`src/rtl/myo_pkg.sv`:
```
// Shared types for the myo frame scheduler: FSM states, readback field codes
// and the per-motor feedback record.
package myo_pkg;

    localparam int unsigned MAX_MOTORS = 8;

    typedef enum logic [2:0] {
        IDLE,
        START,
        WAIT_ACK,
        WAIT_DONE,
        LATCH,
        NEXT
    } state_e;

    typedef enum logic [2:0] {
        FIELD_POSITION     = 3'd0,
        FIELD_VELOCITY     = 3'd1,
        FIELD_CURRENT      = 3'd2,
        FIELD_DISPLACEMENT = 3'd3,
        FIELD_SENSOR1      = 3'd4,
        FIELD_SENSOR2      = 3'd5
    } field_e;

    typedef struct packed {
        logic signed [31:0] position;
        logic signed [15:0] velocity;
        logic signed [15:0] current;
        logic signed [15:0] displacement;
        logic signed [15:0] sensor1;
        logic signed [15:0] sensor2;
    } feedback_t;

    function automatic logic [31:0] sext16(input logic [15:0] value);
        return {{16{value[15]}}, value};
    endfunction

endpackage

```
`src/rtl/myo_feedback_bank.sv`:
```
// Per-motor feedback storage: one write port fed from the LATCH state and a
// registered readback mux addressed by motor and field.
module myo_feedback_bank
    import myo_pkg::*;
#(
    parameter int NUMBER_OF_MOTORS = 6
) (
    input  logic        clock,
    input  logic        reset_n,
    input  logic        write_en,
    input  logic [2:0]  write_motor,
    input  feedback_t   write_data,
    input  logic [2:0]  read_motor,
    input  logic [2:0]  read_field,
    output logic [31:0] read_data
);

    feedback_t   bank [MAX_MOTORS];
    feedback_t   selected;
    logic [31:0] read_next;

    always_ff @(posedge clock or negedge reset_n) begin
        if (!reset_n) begin
            for (int unsigned i = 0; i < MAX_MOTORS; i++) begin
                bank[i] <= '0;
            end
        end else if (write_en) begin
            bank[write_motor] <= write_data;
        end
    end

    always_comb begin
        selected  = bank[read_motor];
        read_next = '0;
        if (int'(read_motor) < NUMBER_OF_MOTORS) begin
            case (read_field)
                FIELD_POSITION:     read_next = selected.position;
                FIELD_VELOCITY:     read_next = sext16(selected.velocity);
                FIELD_CURRENT:      read_next = sext16(selected.current);
                FIELD_DISPLACEMENT: read_next = sext16(selected.displacement);
                FIELD_SENSOR1:      read_next = sext16(selected.sensor1);
                FIELD_SENSOR2:      read_next = sext16(selected.sensor2);
                default:            read_next = '0;
            endcase
        end
    end

    always_ff @(posedge clock or negedge reset_n) begin
        if (!reset_n) begin
            read_data <= '0;
        end else begin
            read_data <= read_next;
        end
    end

endmodule

```
`src/rtl/myo_frame_scheduler.sv`:
```
// Periodic sweep scheduler: on each period tick it requests one SPI frame per
// motor, supervises the handshake with a per-frame timeout and banks feedback.
module myo_frame_scheduler
    import myo_pkg::*;
#(
    parameter int NUMBER_OF_MOTORS = 6,
    parameter int UPDATE_PERIOD    = 500000,
    parameter int TIMEOUT_CYCLES   = 4096
) (
    input  logic               clock,
    input  logic               reset_n,
    input  logic               enable,
    input  logic               pwm_write,
    input  logic [2:0]         pwm_address,
    input  logic signed [31:0] pwm_writedata,
    input  logic               spi_done,
    input  logic signed [31:0] position,
    input  logic signed [15:0] velocity,
    input  logic signed [15:0] current,
    input  logic signed [15:0] displacement,
    input  logic signed [15:0] sensor1,
    input  logic signed [15:0] sensor2,
    output logic               start,
    output logic signed [31:0] pwmRef,
    output logic [2:0]         motor_select,
    input  logic [2:0]         read_motor,
    input  logic [2:0]         read_field,
    output logic [31:0]        read_data,
    output logic [7:0]         timeout_flags,
    output logic               overrun
);

    localparam int PERIOD_W = (UPDATE_PERIOD > 1) ? $clog2(UPDATE_PERIOD) : 1;
    localparam int TIMER_W  = $clog2(TIMEOUT_CYCLES + 1);
    localparam logic [PERIOD_W-1:0] PERIOD_LAST = PERIOD_W'(UPDATE_PERIOD - 1);
    localparam logic [TIMER_W-1:0]  TIMER_LAST  = TIMER_W'(TIMEOUT_CYCLES - 1);
    localparam logic [2:0]          LAST_MOTOR  = 3'(NUMBER_OF_MOTORS - 1);

    logic [PERIOD_W-1:0] period_count;
    logic                tick;
    logic signed [31:0]  shadow [MAX_MOTORS];
    state_e              state;
    logic [TIMER_W-1:0]  timer;
    logic                timed_out;
    logic [2:0]          next_motor;
    feedback_t           feedback;

    // Free-running: the sweep cadence never depends on enable or FSM state.
    always_ff @(posedge clock or negedge reset_n) begin
        if (!reset_n) begin
            period_count <= '0;
            tick         <= 1'b0;
        end else if (period_count == PERIOD_LAST) begin
            period_count <= '0;
            tick         <= 1'b1;
        end else begin
            period_count <= period_count + PERIOD_W'(1);
            tick         <= 1'b0;
        end
    end

    always_ff @(posedge clock or negedge reset_n) begin
        if (!reset_n) begin
            for (int unsigned i = 0; i < MAX_MOTORS; i++) begin
                shadow[i] <= '0;
            end
        end else if (pwm_write && (int'(pwm_address) < NUMBER_OF_MOTORS)) begin
            shadow[pwm_address] <= pwm_writedata;
        end
    end

    assign timed_out  = (timer == TIMER_LAST);
    assign next_motor = motor_select + 3'd1;

    // The timer restarts on every START entry and is checked ahead of the
    // handshake in all three frame states, so a stuck engine always ends in NEXT.
    always_ff @(posedge clock or negedge reset_n) begin
        if (!reset_n) begin
            state         <= IDLE;
            start         <= 1'b0;
            pwmRef        <= '0;
            motor_select  <= '0;
            timer         <= '0;
            timeout_flags <= '0;
            overrun       <= 1'b0;
        end else begin
            if (tick && (state != IDLE)) begin
                overrun <= 1'b1;
            end
            case (state)
                IDLE: begin
                    if (tick && enable) begin
                        motor_select <= '0;
                        pwmRef       <= shadow[0];
                        timer        <= '0;
                        state        <= START;
                    end
                end
                START: begin
                    if (timed_out) begin
                        start                       <= 1'b0;
                        timeout_flags[motor_select] <= 1'b1;
                        state                       <= NEXT;
                    end else begin
                        timer <= timer + TIMER_W'(1);
                        if (spi_done) begin
                            start <= 1'b1;
                            state <= WAIT_ACK;
                        end
                    end
                end
                WAIT_ACK: begin
                    if (timed_out) begin
                        start                       <= 1'b0;
                        timeout_flags[motor_select] <= 1'b1;
                        state                       <= NEXT;
                    end else begin
                        timer <= timer + TIMER_W'(1);
                        if (!spi_done) begin
                            start <= 1'b0;
                            state <= WAIT_DONE;
                        end
                    end
                end
                WAIT_DONE: begin
                    if (timed_out) begin
                        start                       <= 1'b0;
                        timeout_flags[motor_select] <= 1'b1;
                        state                       <= NEXT;
                    end else begin
                        timer <= timer + TIMER_W'(1);
                        if (spi_done) begin
                            state <= LATCH;
                        end
                    end
                end
                LATCH: begin
                    state <= NEXT;
                end
                NEXT: begin
                    if (motor_select == LAST_MOTOR) begin
                        state <= IDLE;
                    end else begin
                        motor_select <= next_motor;
                        pwmRef       <= shadow[next_motor];
                        timer        <= '0;
                        state        <= START;
                    end
                end
                default: begin
                    start <= 1'b0;
                    state <= IDLE;
                end
            endcase
        end
    end

    always_comb begin
        feedback.position     = position;
        feedback.velocity     = velocity;
        feedback.current      = current;
        feedback.displacement = displacement;
        feedback.sensor1      = sensor1;
        feedback.sensor2      = sensor2;
    end

    myo_feedback_bank #(
        .NUMBER_OF_MOTORS(NUMBER_OF_MOTORS)
    ) u_bank (
        .clock      (clock),
        .reset_n    (reset_n),
        .write_en   (state == LATCH),
        .write_motor(motor_select),
        .write_data (feedback),
        .read_motor (read_motor),
        .read_field (read_field),
        .read_data  (read_data)
    );

endmodule

```
`config.mk`:
```
export PLATFORM = sky130hd
export DESIGN_NAME = myo_frame_scheduler
export DESIGN_NICKNAME = d
export VERILOG_FILES = /design/src/rtl/myo_pkg.sv /design/src/rtl/myo_feedback_bank.sv /design/src/rtl/myo_frame_scheduler.sv
export SDC_FILE = /design/constraint.sdc
export NUM_CORES = 2
export LEC_CHECK = 0
export BUFFER_PORTS_ARGS = -buffer_cell sky130_fd_sc_hd__buf_2
export CAP_MARGIN = 15
export CORE_MARGIN = 5
export CORE_UTILIZATION = 40
export CTS_CLUSTER_SIZE = 16
export DETAILED_ROUTE_END_ITERATION = 8
export GPL_ROUTABILITY_DRIVEN = 0
export GPL_TIMING_DRIVEN = 0
export REMOVE_ABC_BUFFERS = 1
export SETUP_SLACK_MARGIN = 0.02
export SLEW_MARGIN = 25
export SYNTH_ARGS = -nofsm -noshare
export SYNTH_HDL_FRONTEND = slang
export SYNTH_SLANG_ARGS = --single-unit
```
`constraint.sdc`:
```
create_clock -name clock -period 5.8 [get_ports clock]
set_clock_uncertainty 0.05 [all_clocks]
set_input_delay 1.74 -clock clock [delete_from_list [all_inputs] [get_ports clock]]
set_output_delay 1.74 -clock clock [all_outputs]
set_load 0.01 [all_outputs]
```
==> summary.md <==
| Metric | Value |
|---|---|
| Status | completed |
| WL met1 | approximately 60 mm |
| Routed Antenna Nets | 0 |
| Share of cells above drive strength 1 | around 52% |
| Vias post-DR | approximately 31000 |
| Die W | about 380 um |
| Syn Inst Count | 3608 |
| Post_cts resized | 0 |
| PD cells | 384.9 nW/um2 |
| Total CTS buffers | around 140 |
| Core ar. | 139000 um2 |
| Leakage power | approximately 28 nW |
| CTS root buf | clkbuf_16 |
| Mean Syn Cell Area | about 15 um2 |
| Row count | between 100 and 150 |
| Sw frac | 25.68% |
| Synth Area in XOR/XNOR | less than 1% |
| Yosys warns | 0 |
| Area of the die | ~150000 um2 |
| Internal power | about 0.019 W |
| Ys flop type | dfrtp_1 |
| Area Overhead vs Synth | 16.85% |
| Clk pwr share | a little under two fifths |
| Crit path time final | 4994 ps |
| P_sw | about 0.0064 W |
| Cells after DPL | ~5600 |
| CP Data Required Time | around 6400 ps |
| Post-synth top area share | a little under three fifths |
| DR WL met3 | 6.944 mm |
| Hold WC Path Type | flop to flop |
| Met2 Wirelength | around 63 mm |
| Top cells by area, synth | dfrtp_1 (57%), mux2_2 (23%), mux4_2 (10%) |
| Maximum vdd ir drop | around 270 uV |
| Vias in the first global route | 33872 |
| Global-route wire length before repair | approximately 210 mm |
| DR vias/cell | ~5.4 |
| Worst-path clk slew | 60 ps |
| GR Overflow Total | 0 |
| Cts hold-fix bufs | 0 |
| CTS Buffer Depth | 3 |
| Critical path, cell by cell | buf_8 -> buf_16 -> buf_16 -> buf_16 -> buf_16 -> mux4_2 -> a22o_1 -> a2111oi_4 -> buf_4 -> buf_6 -> a21oi_1 |
| Syn Std Cell Area | about 56000 um2 |
| CP Launch Type | primary input |
| Number of library cell types mapped by synthesis | between 50 and 60 |
| Port Buffers | about 230 |
| Hold Vio Cnt, Final | 0 |
| Share of power burned in registers | 44.7% |
| Seq/Total Area, Yosys | approximately 57% |
| CP peak stage delay | 660 ps |
| Drt pass-1 iters | 5 |
| DP Wirelength | about 84 mm |
| Critical path class | primary input to flop |
| Synth Area in Compound Gates | between 3 and 4% |
| Crit. End Element | flop |
| Overall Global Routing Usage | 18.32% |
| Area leader, netlist | dfrtp_1 |
| Top Layer Used | met5 |
| Multi-input gate area | 22880 um2 |
| Asr flop ratio synth | 100.0% |
| Largest family of logic cells by synthesized area | multiplexers |
| EDFF count, synth | 0 |
| Fin. max-slew vios | 0 |
| Top-count cell post-synth | dfrtp_1 |
| Worst-skew pair later-pin latency | roughly 780 ps |
| Critical Path AT | around 5500 ps |
| Yosys reg bits | roughly 1300 |
| Antenna violations before repair | 51 |
| Die H | between 300 and 400 um |
| Simple-gate portion of the synthesized area | between 2 and 3% |
| Flip-flop and latch area | around 32000 um2 |
| Largest net degree at the start of global routing | between 100 and 150 |
| Initial Utilization | around two fifths |
| Io pins | around 240 |
| CTS H-tree depth | 4 |
| Final setup vio count | 0 |
| Max cap viols | 0 |
| CTS sink count | approximately 1300 |
| Worst slew margin | 36.18% |
| Worst-Margin Slew | 954.2 ps |
| Mux cell area share after synthesis | a little over a third |
| Most instantiated cells after synthesis | dfrtp_1 (1265), mux2_2 (1132), mux4_2 (256) |
| Critical path fanouts, max | 70 |
| Unrepaired setup endpoints after global routing | false |
| Combinational fraction of design power | roughly 18% |
| Fill count | ~12000 |
| Avg WL per Cell | 22.71 um |
| Post-CTS setup buffers | 0 |
| Residual DRC | 0 |
| Period Utilization, post-route | 86.10% |
| Fmax | 0.2002 GHz |
| Routed wire length | 132.4 mm |
| Final Instance Count excl. Fillers | ~5800 |
| Most frequent CP cell | buf_16 |
| Adder-cell share of the synthesized area | less than 1% |
| Crit-path slowest cell | a2111oi_4 |
| Design Power | between 0.02 and 0.03 W |
| DRT iter0 DRCs | 1833 |
| CTS tree | yes |
| Final nets | ~4000 |
power groups by stage:
stage / Combinational [W] / Sequential [W] / Clock [W]
finish: 0.00441 / 0.0112 / 0.00945
global route: 0.00488 / 0.0114 / 0.0101
CTS: 0.00449 / 0.0112 / 0.00972
detailed placement: 0.00449 / 0.0114 / 0
global placement: 0.00443 / 0.0114 / 0
floorplan: 0.00307 / 0.0112 / 0
critical path: cells and delay by family:
family	cells	cell delay, ps
buffers and inverters	7	2260
AOI/OAI and AO/OA	3	1030
muxes	1	360
worst paths after layout:
path	end	startpoint	cells past startpoint	slack, ps
min in group asynchronous	u_bank.bank[767]$_DFFE_PN0P_	reset_n	1	700
min reg2reg	shadow[50]$_DFFE_PN0P_	shadow[50]$_DFFE_PN0P_	0	320
max reg2reg	u_bank.bank[88]$_DFFE_PN0P_	state[1]$_DFFE_PN0P_	11	2180
max in group asynchronous	shadow[90]$_DFFE_PN0P_	reset_n	6	2140
max	u_bank.read_data[29]$_DFF_PN0_	read_motor[1]	11	810
min	shadow[50]$_DFFE_PN0P_	shadow[50]$_DFFE_PN0P_	0	320
cell type report:
class / instances / share of cell area [%]
diodes: 18 / 0.06911
clock buffers: 202 / 6.387
clock inverters: 56 / 1.271
inverters: 6 / 0.03455
multi-input cells: 2030 / 35.11
flip-flops and latches: 1265 / 48.57
well taps: 1876 / 3.601
repair buffers: 375 / 4.958
sequential cells by signal (all words and copies together) (netlist names):
signal	flops
motor_select	3
overrun	1
period_count	19
pwmRef	32
shadow	256
start	1
state	3
tick	1
timeout_flags	8
timer	13
u_bank.bank	896
u_bank.read_data	32
through the flow:
stage                     TNS [ps]  area [um2]  util (%)  hold WS, ps  worst slack [ps]
after CTS                        0       65130     46.85        325.5             787.3
after detailed placement    -114.7       60140     43.26        313.2            -46.79
after global routing             0       65140     46.86        330.7             626.6
after global placement           -       57880     41.64        310.3            -25390
after floorplan           -1538810       54360         -        299.3             -6053
final                            0       65180     46.89        319.4             806.2
cell usage in the layout, fill, tap and decap left out, types with 7 or more instances in the layout:
cell | Yosys | final
dfrtp_1 | 1265 | 1264
mux2_2 | 1132 | 1132
mux4_2 | 256 | 256
buf_2 | 128 | 236
clkbuf_16 | 0 | 145
nand2_1 | 116 | 110
mux2i_1 | 84 | 84
o21ai_0 | 74 | 74
buf_4 | 20 | 68
a21oi_1 | 43 | 43
buf_16 | 0 | 40
nor2b_1 | 33 | 32
clkbuf_8 | 0 | 32
nor2_1 | 31 | 29
a211oi_1 | 25 | 25
clkbuf_1 | 144 | 25
clkinv_2 | 0 | 22
a221oi_1 | 20 | 20
buf_6 | 4 | 19
diode_2 | 0 | 18
a31oi_1 | 15 | 15
nand3_1 | 16 | 15
o22ai_1 | 14 | 14
bufinv_16 | 0 | 14
o31ai_1 | 13 | 13
a22o_1 | 12 | 11
xnor2_1 | 11 | 11
or4_1 | 10 | 10
buf_12 | 0 | 9
nor4_1 | 9 | 8
nand2b_1 | 8 | 7
nor3_1 | 12 | 7
a22oi_1 | 7 | 7
a2111oi_0 | 7 | 7
and2_1 | 7 | 7
nand4_1 | 7 | 7
o21bai_1 | 7 | 7
routing by layer:
layer | up-vias | global-route usage [%]
met5 | - | 0
met4 | 18 | 4.669
met3 | 210 | 4.585
met2 | 504 | 29.62
met1 | 16658 | 24.92
li1 | 13863 | -
cells by family (layout without fill, tap and decap cells):
group,count (synthesis),in the layout
AO/OA/AOI/OAI,256,256
buffers and inverters,313,639
AND/OR/NAND/NOR,280,280
flip-flops,1265,1265
XOR/XNOR,16,16
multiplexers,1474,1474
other,0,18
adder cells (fa/ha/maj),4,4
Power figures use the tool's default switching activity.
